===== config.mk =====
export PLATFORM = sky130hd
export DESIGN_NAME = tcu_thermal_regulator
export DESIGN_NICKNAME = d
export VERILOG_FILES = /design/src/rtl/tcu_thermal_regulator.sv
export SDC_FILE = /design/constraint.sdc
export NUM_CORES = 1
export LEC_CHECK = 0
export ABC_CLOCK_PERIOD_IN_PS = 2700
export CAP_MARGIN = 10
export CORE_ASPECT_RATIO = 0.75
export CORE_MARGIN = 2
export CORE_UTILIZATION = 40
export CTS_CLUSTER_SIZE = 16
export DETAILED_ROUTE_END_ITERATION = 12
export HOLD_SLACK_MARGIN = 0.02
export SYNTH_ARGS = -nofsm -noshare
export SYNTH_HDL_FRONTEND = slang
export SYNTH_SLANG_ARGS = --single-unit

===== constraint.sdc =====
create_clock -name clk -period 2.7 [get_ports clk]
set_input_delay 0.405 -clock clk [delete_from_list [all_inputs] [get_ports clk]]
set_output_delay 0.405 -clock clk [all_outputs]
set_load 0.02 [all_outputs]

===== src/rtl/tcu_thermal_regulator.sv =====
// tcu_thermal_regulator: captures temperature words from the I2C sensor
// controller, optionally smooths them, and drives heater/fan/alarm via a
// hysteresis FSM. A watchdog forces STALE when readings stop arriving.
// Optional feature macro: TCU_AVG_FILTER_EN (4-sample moving average).
module tcu_thermal_regulator #(
    parameter logic signed [11:0] T_LOW          = 12'sd320,
    parameter logic signed [11:0] T_HIGH         = 12'sd400,
    parameter logic signed [11:0] T_CRIT         = 12'sd960,
    parameter logic signed [11:0] HYST           = 12'sd16,
    parameter int unsigned        TIMEOUT_CYCLES = 1_500_000
) (
    input  logic               clk,
    input  logic               rst,
    input  logic        [15:0] sensor_out,
    input  logic               data_valid,
    output logic signed [11:0] temp_avg,
    output logic               temp_valid,
    output logic        [2:0]  state,
    output logic               heater_on,
    output logic               fan_on,
    output logic               alarm,
    output logic               stale
);

    localparam int CW = $clog2(TIMEOUT_CYCLES + 1);
    localparam logic [CW-1:0] CNT_MAX = CW'(TIMEOUT_CYCLES);

    // Hysteresis bounds widened by one bit so T +/- HYST cannot wrap
    localparam logic signed [12:0] HEAT_EXIT = $signed({T_LOW[11], T_LOW}) + $signed({HYST[11], HYST});
    localparam logic signed [12:0] COOL_EXIT = $signed({T_HIGH[11], T_HIGH}) - $signed({HYST[11], HYST});
    localparam logic signed [12:0] CRIT_EXIT = $signed({T_CRIT[11], T_CRIT}) - $signed({HYST[11], HYST});

    typedef enum logic [2:0] {
        ST_INIT   = 3'd0,
        ST_NORMAL = 3'd1,
        ST_HEAT   = 3'd2,
        ST_COOL   = 3'd3,
        ST_CRIT   = 3'd4,
        ST_STALE  = 3'd5
    } state_t;

    state_t              state_q, state_d;
    logic                dv_q, dv_d;
    logic signed [11:0]  raw_q, raw_d;
    logic signed [11:0]  temp_avg_q, temp_avg_d;
    logic        [1:0]   vld_pipe_q, vld_pipe_d;   // [0]: raw_q fresh, [1]: temp_avg fresh
    logic        [CW-1:0] cnt_q, cnt_d;
    logic                heater_q, heater_d, fan_q, fan_d, alarm_q, alarm_d, stale_q, stale_d;
    logic                smp;
    logic                wd_exp;
    logic signed [12:0]  t13;

`ifdef TCU_AVG_FILTER_EN
    logic signed [11:0]  buf_q [4];
    logic signed [11:0]  buf_d [4];
    logic                pre_q, pre_d;       // next accepted sample must preload
    logic                pre_cap_q, pre_cap_d; // preload decision travelling with raw_q
    logic signed [13:0]  sum;

    function automatic logic signed [13:0] ext14(input logic signed [11:0] v);
        return {{2{v[11]}}, v};
    endfunction
`endif

    assign smp    = data_valid & ~dv_q;
    assign wd_exp = (cnt_q == CNT_MAX) && !smp;
    assign t13    = {temp_avg_q[11], temp_avg_q};

    // Capture, filter, valid pipeline and watchdog counter
    always_comb begin
        dv_d       = data_valid;
        raw_d      = smp ? $signed(sensor_out[15:4]) : raw_q;
        vld_pipe_d = {vld_pipe_q[0], smp};
        temp_avg_d = temp_avg_q;
        cnt_d      = cnt_q;
        if (smp)
            cnt_d = '0;
        else if (cnt_q != CNT_MAX)
            cnt_d = cnt_q + 1'b1;
`ifdef TCU_AVG_FILTER_EN
        buf_d     = buf_q;
        pre_d     = pre_q;
        pre_cap_d = pre_cap_q;
        sum       = '0;
        if (smp) begin
            pre_cap_d = pre_q;
            pre_d     = 1'b0;
        end
        if (wd_exp)
            pre_d = 1'b1;
        if (vld_pipe_q[0]) begin
            if (pre_cap_q) begin
                for (int i = 0; i < 4; i++) buf_d[i] = raw_q;
            end else begin
                buf_d[0] = raw_q;
                for (int i = 1; i < 4; i++) buf_d[i] = buf_q[i-1];
            end
            sum = ext14(buf_d[0]) + ext14(buf_d[1]) + ext14(buf_d[2]) + ext14(buf_d[3]);
            // sum[13:2] is sum >>> 2, i.e. floor division by 4
            temp_avg_d = sum[13:2];
        end
`else
        if (vld_pipe_q[0])
            temp_avg_d = raw_q;
`endif
    end

    // Hysteresis FSM and state-decoded flags (flags registered alongside state)
    always_comb begin
        state_d = state_q;
        if (vld_pipe_q[1]) begin
            case (state_q)
                ST_INIT, ST_NORMAL, ST_STALE: begin
                    if (temp_avg_q >= T_CRIT)      state_d = ST_CRIT;
                    else if (temp_avg_q < T_LOW)   state_d = ST_HEAT;
                    else if (temp_avg_q > T_HIGH)  state_d = ST_COOL;
                    else                           state_d = ST_NORMAL;
                end
                ST_HEAT: begin
                    if (temp_avg_q >= T_CRIT)      state_d = ST_CRIT;
                    else if (t13 >= HEAT_EXIT)     state_d = ST_NORMAL;
                end
                ST_COOL: begin
                    if (temp_avg_q >= T_CRIT)      state_d = ST_CRIT;
                    else if (t13 <= COOL_EXIT)     state_d = ST_NORMAL;
                end
                ST_CRIT: begin
                    if (t13 <= CRIT_EXIT)          state_d = ST_COOL;
                end
                default:                           state_d = ST_INIT;
            endcase
        end
        // Expiry is already masked by a same-cycle sample
        if (wd_exp)
            state_d = ST_STALE;
        heater_d = (state_d == ST_HEAT);
        fan_d    = (state_d == ST_COOL) || (state_d == ST_CRIT) || (state_d == ST_STALE);
        alarm_d  = (state_d == ST_CRIT) || (state_d == ST_STALE);
        stale_d  = (state_d == ST_STALE);
    end

    // State registers; dv_q resets high so a held data_valid is not an edge
    always_ff @(posedge clk or posedge rst) begin
        if (rst) begin
            state_q    <= ST_INIT;
            dv_q       <= 1'b1;
            raw_q      <= '0;
            temp_avg_q <= '0;
            vld_pipe_q <= '0;
            cnt_q      <= '0;
            heater_q   <= 1'b0;
            fan_q      <= 1'b0;
            alarm_q    <= 1'b0;
            stale_q    <= 1'b0;
`ifdef TCU_AVG_FILTER_EN
            for (int i = 0; i < 4; i++) buf_q[i] <= '0;
            pre_q      <= 1'b1;
            pre_cap_q  <= 1'b0;
`endif
        end else begin
            state_q    <= state_d;
            dv_q       <= dv_d;
            raw_q      <= raw_d;
            temp_avg_q <= temp_avg_d;
            vld_pipe_q <= vld_pipe_d;
            cnt_q      <= cnt_d;
            heater_q   <= heater_d;
            fan_q      <= fan_d;
            alarm_q    <= alarm_d;
            stale_q    <= stale_d;
`ifdef TCU_AVG_FILTER_EN
            buf_q      <= buf_d;
            pre_q      <= pre_d;
            pre_cap_q  <= pre_cap_d;
`endif
        end
    end

    assign temp_avg   = temp_avg_q;
    assign temp_valid = vld_pipe_q[1];
    assign state      = state_q;
    assign heater_on  = heater_q;
    assign fan_on     = fan_q;
    assign alarm      = alarm_q;
    assign stale      = stale_q;

endmodule

-- After elaboration in Yosys (flattened, before gate mapping)
Cells that the tools add are included.
- multiplexer cells: 13
- add/subtract/negate cells: 1
- reduce and logical (&&, ||, !) cells: 8
- equality and inequality tests: 11
- order comparisons: 6
- bitwise logic cells: 2
- operators by type and width (operator ; count):
    $mux 21 ; 2
    $mux 3 ; 8
    $add 21x1->21 const B ; 1
    $eq 21x21->1 const B ; 1
    $ne 21x21->1 const B ; 1
    $eq 3x2->1 const B ; 4
    $eq 3x3->1 const B ; 4
    $ge 12x10->1 const B ; 1
    $ge 12x11->1 const B ; 1
    $gt 12x10->1 const B ; 1
    $le 12x10->1 const B ; 1
    $le 12x11->1 const B ; 1
    $lt 12x10->1 const B ; 1
    $pmux 3 s4 ; 1
    $mux 2 ; 2
    $eq 3x1->1 const B ; 1
    $logic_not 3->1 ; 1
    $logic_or 1x1->1 ; 3
    $reduce_or 3->1 ; 1
    $reduce_bool 2->1 ; 1
    $and 1x1->1 ; 1
    $logic_and 1x1->1 ; 1
    $logic_not 1->1 ; 1
    $not 1->1 ; 1
- register bits after elaboration: 55
- output and inout bits: 20
- input port bits: 19

-- Depth between registers and ports, before layout
- depth in word-level cells: 10
- depth in mapped cells: 8
- mapped depth without buffers: 8

-- Least setup slack after synthesis
Ideal clock, no wire load.
- kind: reg2reg
- from: register temp_avg_q[6] (netlist: temp_avg[6])
- to: register fan_q (netlist: fan_on)
- slack: 0.809 ns
- data arrival time: 1.811 ns
- required time: 2.620 ns
- cell stages (with the launch flop): 7
- buffers on the path: 0
- cell sequence: dfrtp_1 -> a41o_1 -> a21o_1 -> a311o_1 -> o221a_4 -> or2_1 -> o211ai_2
- cells in the longest elaborated chain, start to end: 10
- elaborated cells between the ends (all ways): 22
- classes of those cells: order compare (6); eq/ne (3); mux (11); reduce/logical (2)
- ends and longest elaborated chain (element ; RTL line ; source):
    start: declaration ; 45 ; logic signed [11:0] temp_avg_q, temp_avg_d;
    start signal: assignment ; 164 ; temp_avg_q <= temp_avg_d;
    $gt 12x10->1 ; 116 ; else if (temp_avg_q > T_HIGH) state_d = ST_COOL;
    $mux 2 ; 116 ;
    $mux 2 ; 115 ; else if (temp_avg_q < T_LOW) state_d = ST_HEAT;
    $mux 3 ; 114 ; if (temp_avg_q >= T_CRIT) state_d = ST_CRIT;
    $pmux 3 s4 (*) ; 112 ; case (state_q)
    $mux 3 (*) ; 111 ; if (vld_pipe_q[1]) begin
    $mux 3 (*) ; 134 ; if (wd_exp)
    $eq 3x2->1 / $eq 3x3->1 (equally long branches) ; 137 ; fan_d = (state_d == ST_COOL) || (state_d == ST_CRIT) || (state_d == ST_STALE);
    $logic_or 1x1->1 ; 137 ;
    $logic_or 1x1->1 (*) ; 137 ;
    net fan_d ; 48 ; logic heater_q, heater_d, fan_q, fan_d, alarm_q, alarm_d, stale_q, stale_d;
    end signal: assignment ; 168 ; fan_q <= fan_d;
    end: declaration ; 48 ;
Mark *: on every way through the listed nets, which the timed path passes. The rest lies on a longest branch.
A chain may end at the register's enable or synchronous reset.

-- Final worst setup path
- from: register cnt_q[0]
- to: register fan_q (netlist: fan_on)
- cells in the longest elaborated chain, start to end: 6
- elaborated cells between the ends (all ways): 8
- classes of those cells: eq/ne (4); mux (1); reduce/logical (3)
- ends and longest elaborated chain (element ; RTL line ; source):
    start: declaration ; 47 ; logic [CW-1:0] cnt_q, cnt_d;
    start signal: assignment ; 166 ; cnt_q <= cnt_d;
    $eq 21x21->1 (*) ; 66 ; assign wd_exp = (cnt_q == CNT_MAX) && !smp;
    $logic_and 1x1->1 (*) ; 66 ;
    $mux 3 (*) ; 134 ;
    net state_d[2] ; 42 ; state_t state_q, state_d;
    $eq 3x2->1 / $eq 3x3->1 (equally long branches) ; 137 ;
    $logic_or 1x1->1 ; 137 ;
    $logic_or 1x1->1 (*) ; 137 ;
    net fan_d ; 48 ;
Marked as above.

==> impl_results.md <==
* Status: finished, final reports clean
* Pre-antenna DRT Iters at 4
* CP endpoint kind: register
* Area delta synth->final at 22.84%
* Die height at 72.96 µm
* VDD IR-drop max at 0.0004087 V
* HPWL Detailed at 3490 µm
* Rows at 25
* Area occupied by multi-input gates at 1099 µm²
* Initial Util at just over 40%
* Post-synthesis cell count at 221
* Final net count at ~280
* Register area share after synthesis at a little over half
* Number of global-route vias before repair at 1664
* Worst slew margin at 60.48%
* Crit Path Category: register to register
* Setup bufs post-CTS at 0
* Skew-Pair Late Insertion Delay at 310 ps
* Longest Clk Path Bufs at 2
* # DRC at 0
* Antenna violations before repair at 0
* Number of flops mapped to enable cells by yosys at 0
* Setup crit start: cnt_q[0]
* DR vias at 1773
* Fin Hold WS at around 480 ps
* Worst r2r src: cnt_q[0]
* Yosys warns at 0
* Slew Limit Fails at 0
* Largest area contributor in the netlist: dfrtp_1
* Ys async rst share at 100.0%
* Die Area at 7000 µm²
* Place WS at 630.4 ps
* Syn_nets at ~240
* Yosys top cell area share at 53.28%
* Worst-path clk slew at roughly 100 ps
* Antenna Cells at 0
* Setup TNS at 0 ps
* Hold Buf Count CTS at 0
* Most used DFF post-synth: dfrtp_1
* Post-CTS sizing at 0
* Synth Register Bits at 55
* IO buf count at 34
* Worst-margin pin slew at just under 600 ps
* Wire per inst at 14.32 µm
* Clk root buf: clkbuf_8
* First-pass GRT wire length at 8190 µm
* Io pins at 39
* Power density over the cells at approximately 770 nW/µm²
* Antenna viol nets, final at 0
* CTS sink cnt at 55
* H-tree depth at 2
* CP max FO at 5
* Global route overflow at 0
* Max-Cap Viols at 0
* CTS tree: done
* Crit path time final at about 2100 ps
* GPL Wtd Cong at 0.7750
* Total GRT Usage at 15.27%
* FF/Latch Area at 1378 µm²
* Die width at 95.95 µm
* Hold Path Class: primary input to async pin
* Filler cells at 565
* PnR worst setup slack at 607.0 ps
* Largest net degree at the start of global routing at 34
* Share of layout cells above drive strength 1 at 16.79%
* DR iter-0 viols at between 100 and 150
* FMAX at 477.8 MHz
* Distinct cells, synth at 51
* Crit path DAT at roughly 2300 ps
* Worst setup SP type: register
* Final setup violation count at 0
* Worst Skew at 10.57 ps
* Final Hold Fails at 0
* Synth top area cells: dfrtp_1 53%, mux2_2 10%, xor2_1 4.1%
* Routed WL at 4911 µm
* CTS Buf Count at 5
* RSZ-0062 raised after global routing: false
* Worst EP required at 2890 ps
* Syn Area/Cell at 11.48 µm²
* Vias per inst at 5.169
* Mapped Area at 2536 µm²
* Placeable Area at 6225 µm²
* Leakage dissipation at 1.312 nW
* Final worst path period share at 77.52%
[worst paths after layout]
kind	to	slack, ps	cells after the start
max in group asynchronous	cnt_q[7]	1660	3
worst min register to register	temp_avg[11]	500	2
worst min-delay path	heater_on	480	2
worst max register to register	fan_on	610	8
min in group clk	temp_avg[11]	500	2
worst max-delay path	fan_on	610	8
[cell families (layout without fill, tap and decap cells)]
family | after synthesis | in the layout | share of synthesized area, %
simple gates | 79 | 79 | 16.87
flops | 55 | 55 | 54.32
compound gates | 27 | 27 | 8.634
mux | 24 | 24 | 10.61
xor+xnor | 18 | 18 | 6.216
buf+inv | 16 | 57 | 2.368
fa+ha+maj | 2 | 2 | 0.9865
[sequential cells by signal, indices dropped and copies added (netlist names)]
signal      count
heater_on       1
temp_avg       12
raw_q          12
fan_on          1
state           3
stale           1
vld_pipe_q      2
alarm           1
cnt_q          21
dv_q            1
[layout by cell type, fill, tap and decap left out, types with 3 or more instances in the layout]
master            n
nor2_1           24
or3_1             3
clkbuf_8          6
xor2_1           12
dfrtp_1          54
o21ai_0           6
mux2_2           23
nand3_1          12
xnor2_1           6
nand2_1           9
clkdlybuf4s50_1  34
inv_1            10
nand4_1           7
a21oi_1           4
nor4_1            4
[metal layers]
metal	global-route usage [%]	wire length, µm
met1	24.28	2676
met2	20.90	2055
met3	3.409	156
met4	3.810	23
met5	0	0
[through the flow]
stage                     std cells  utilization, %  cell area [µm²]  power [mW]
after global routing            343           50.05             3115       2.542
after detailed placement        335           48.16             2998       1.847
after floorplan                 221               -             2536       1.540
final                           343           50.05             3115       2.390
after CTS                       343           50.05             3115       2.416
after global placement          335           48.16             2998       1.834
[Yosys cell counts, drive strengths merged (2+ instances only)]
master	n
a21oi	4
a32oi	2
and2	2
and3	2
buf	3
dfrtp	54
ha	2
inv	11
mux2	23
nand2	9
nand2b	3
nand3	12
nand4	7
nor2	24
nor3	2
nor4	5
nor4bb	2
o211ai	2
o21ai	6
o221a	2
or2	2
or3	3
xnor2	6
xor2	12
[area by class of cell]
cell class / count / share of cell area (%)
repair buffers: 37 / 12.05
flip-flops and latches: 55 / 44.22
clock buffers: 6 / 2.651
well taps: 81 / 3.253
inverters: 12 / 1.446
multi-input cells: 150 / 35.26
clock inverters: 2 / 1.124
[where the power goes]
| group | switching (mW) | internal (mW) |
|---|---|---|
| clock | 0.264 | 0.301 |
| combinational | 0.337 | 0.367 |
| sequential | 0.163 | 0.959 |
[worst max-delay path, stage by stage (launching register included)]
cell and delay (ps):
dfrtp_1 430, inv_1 100, ha_1 160, nor4bb_1 270, nand4_1 180, or3_1 500
nand2b_4 120, or2_1 130, o211ai_2 80
Note: power is estimated with default switching activity, not from simulation.
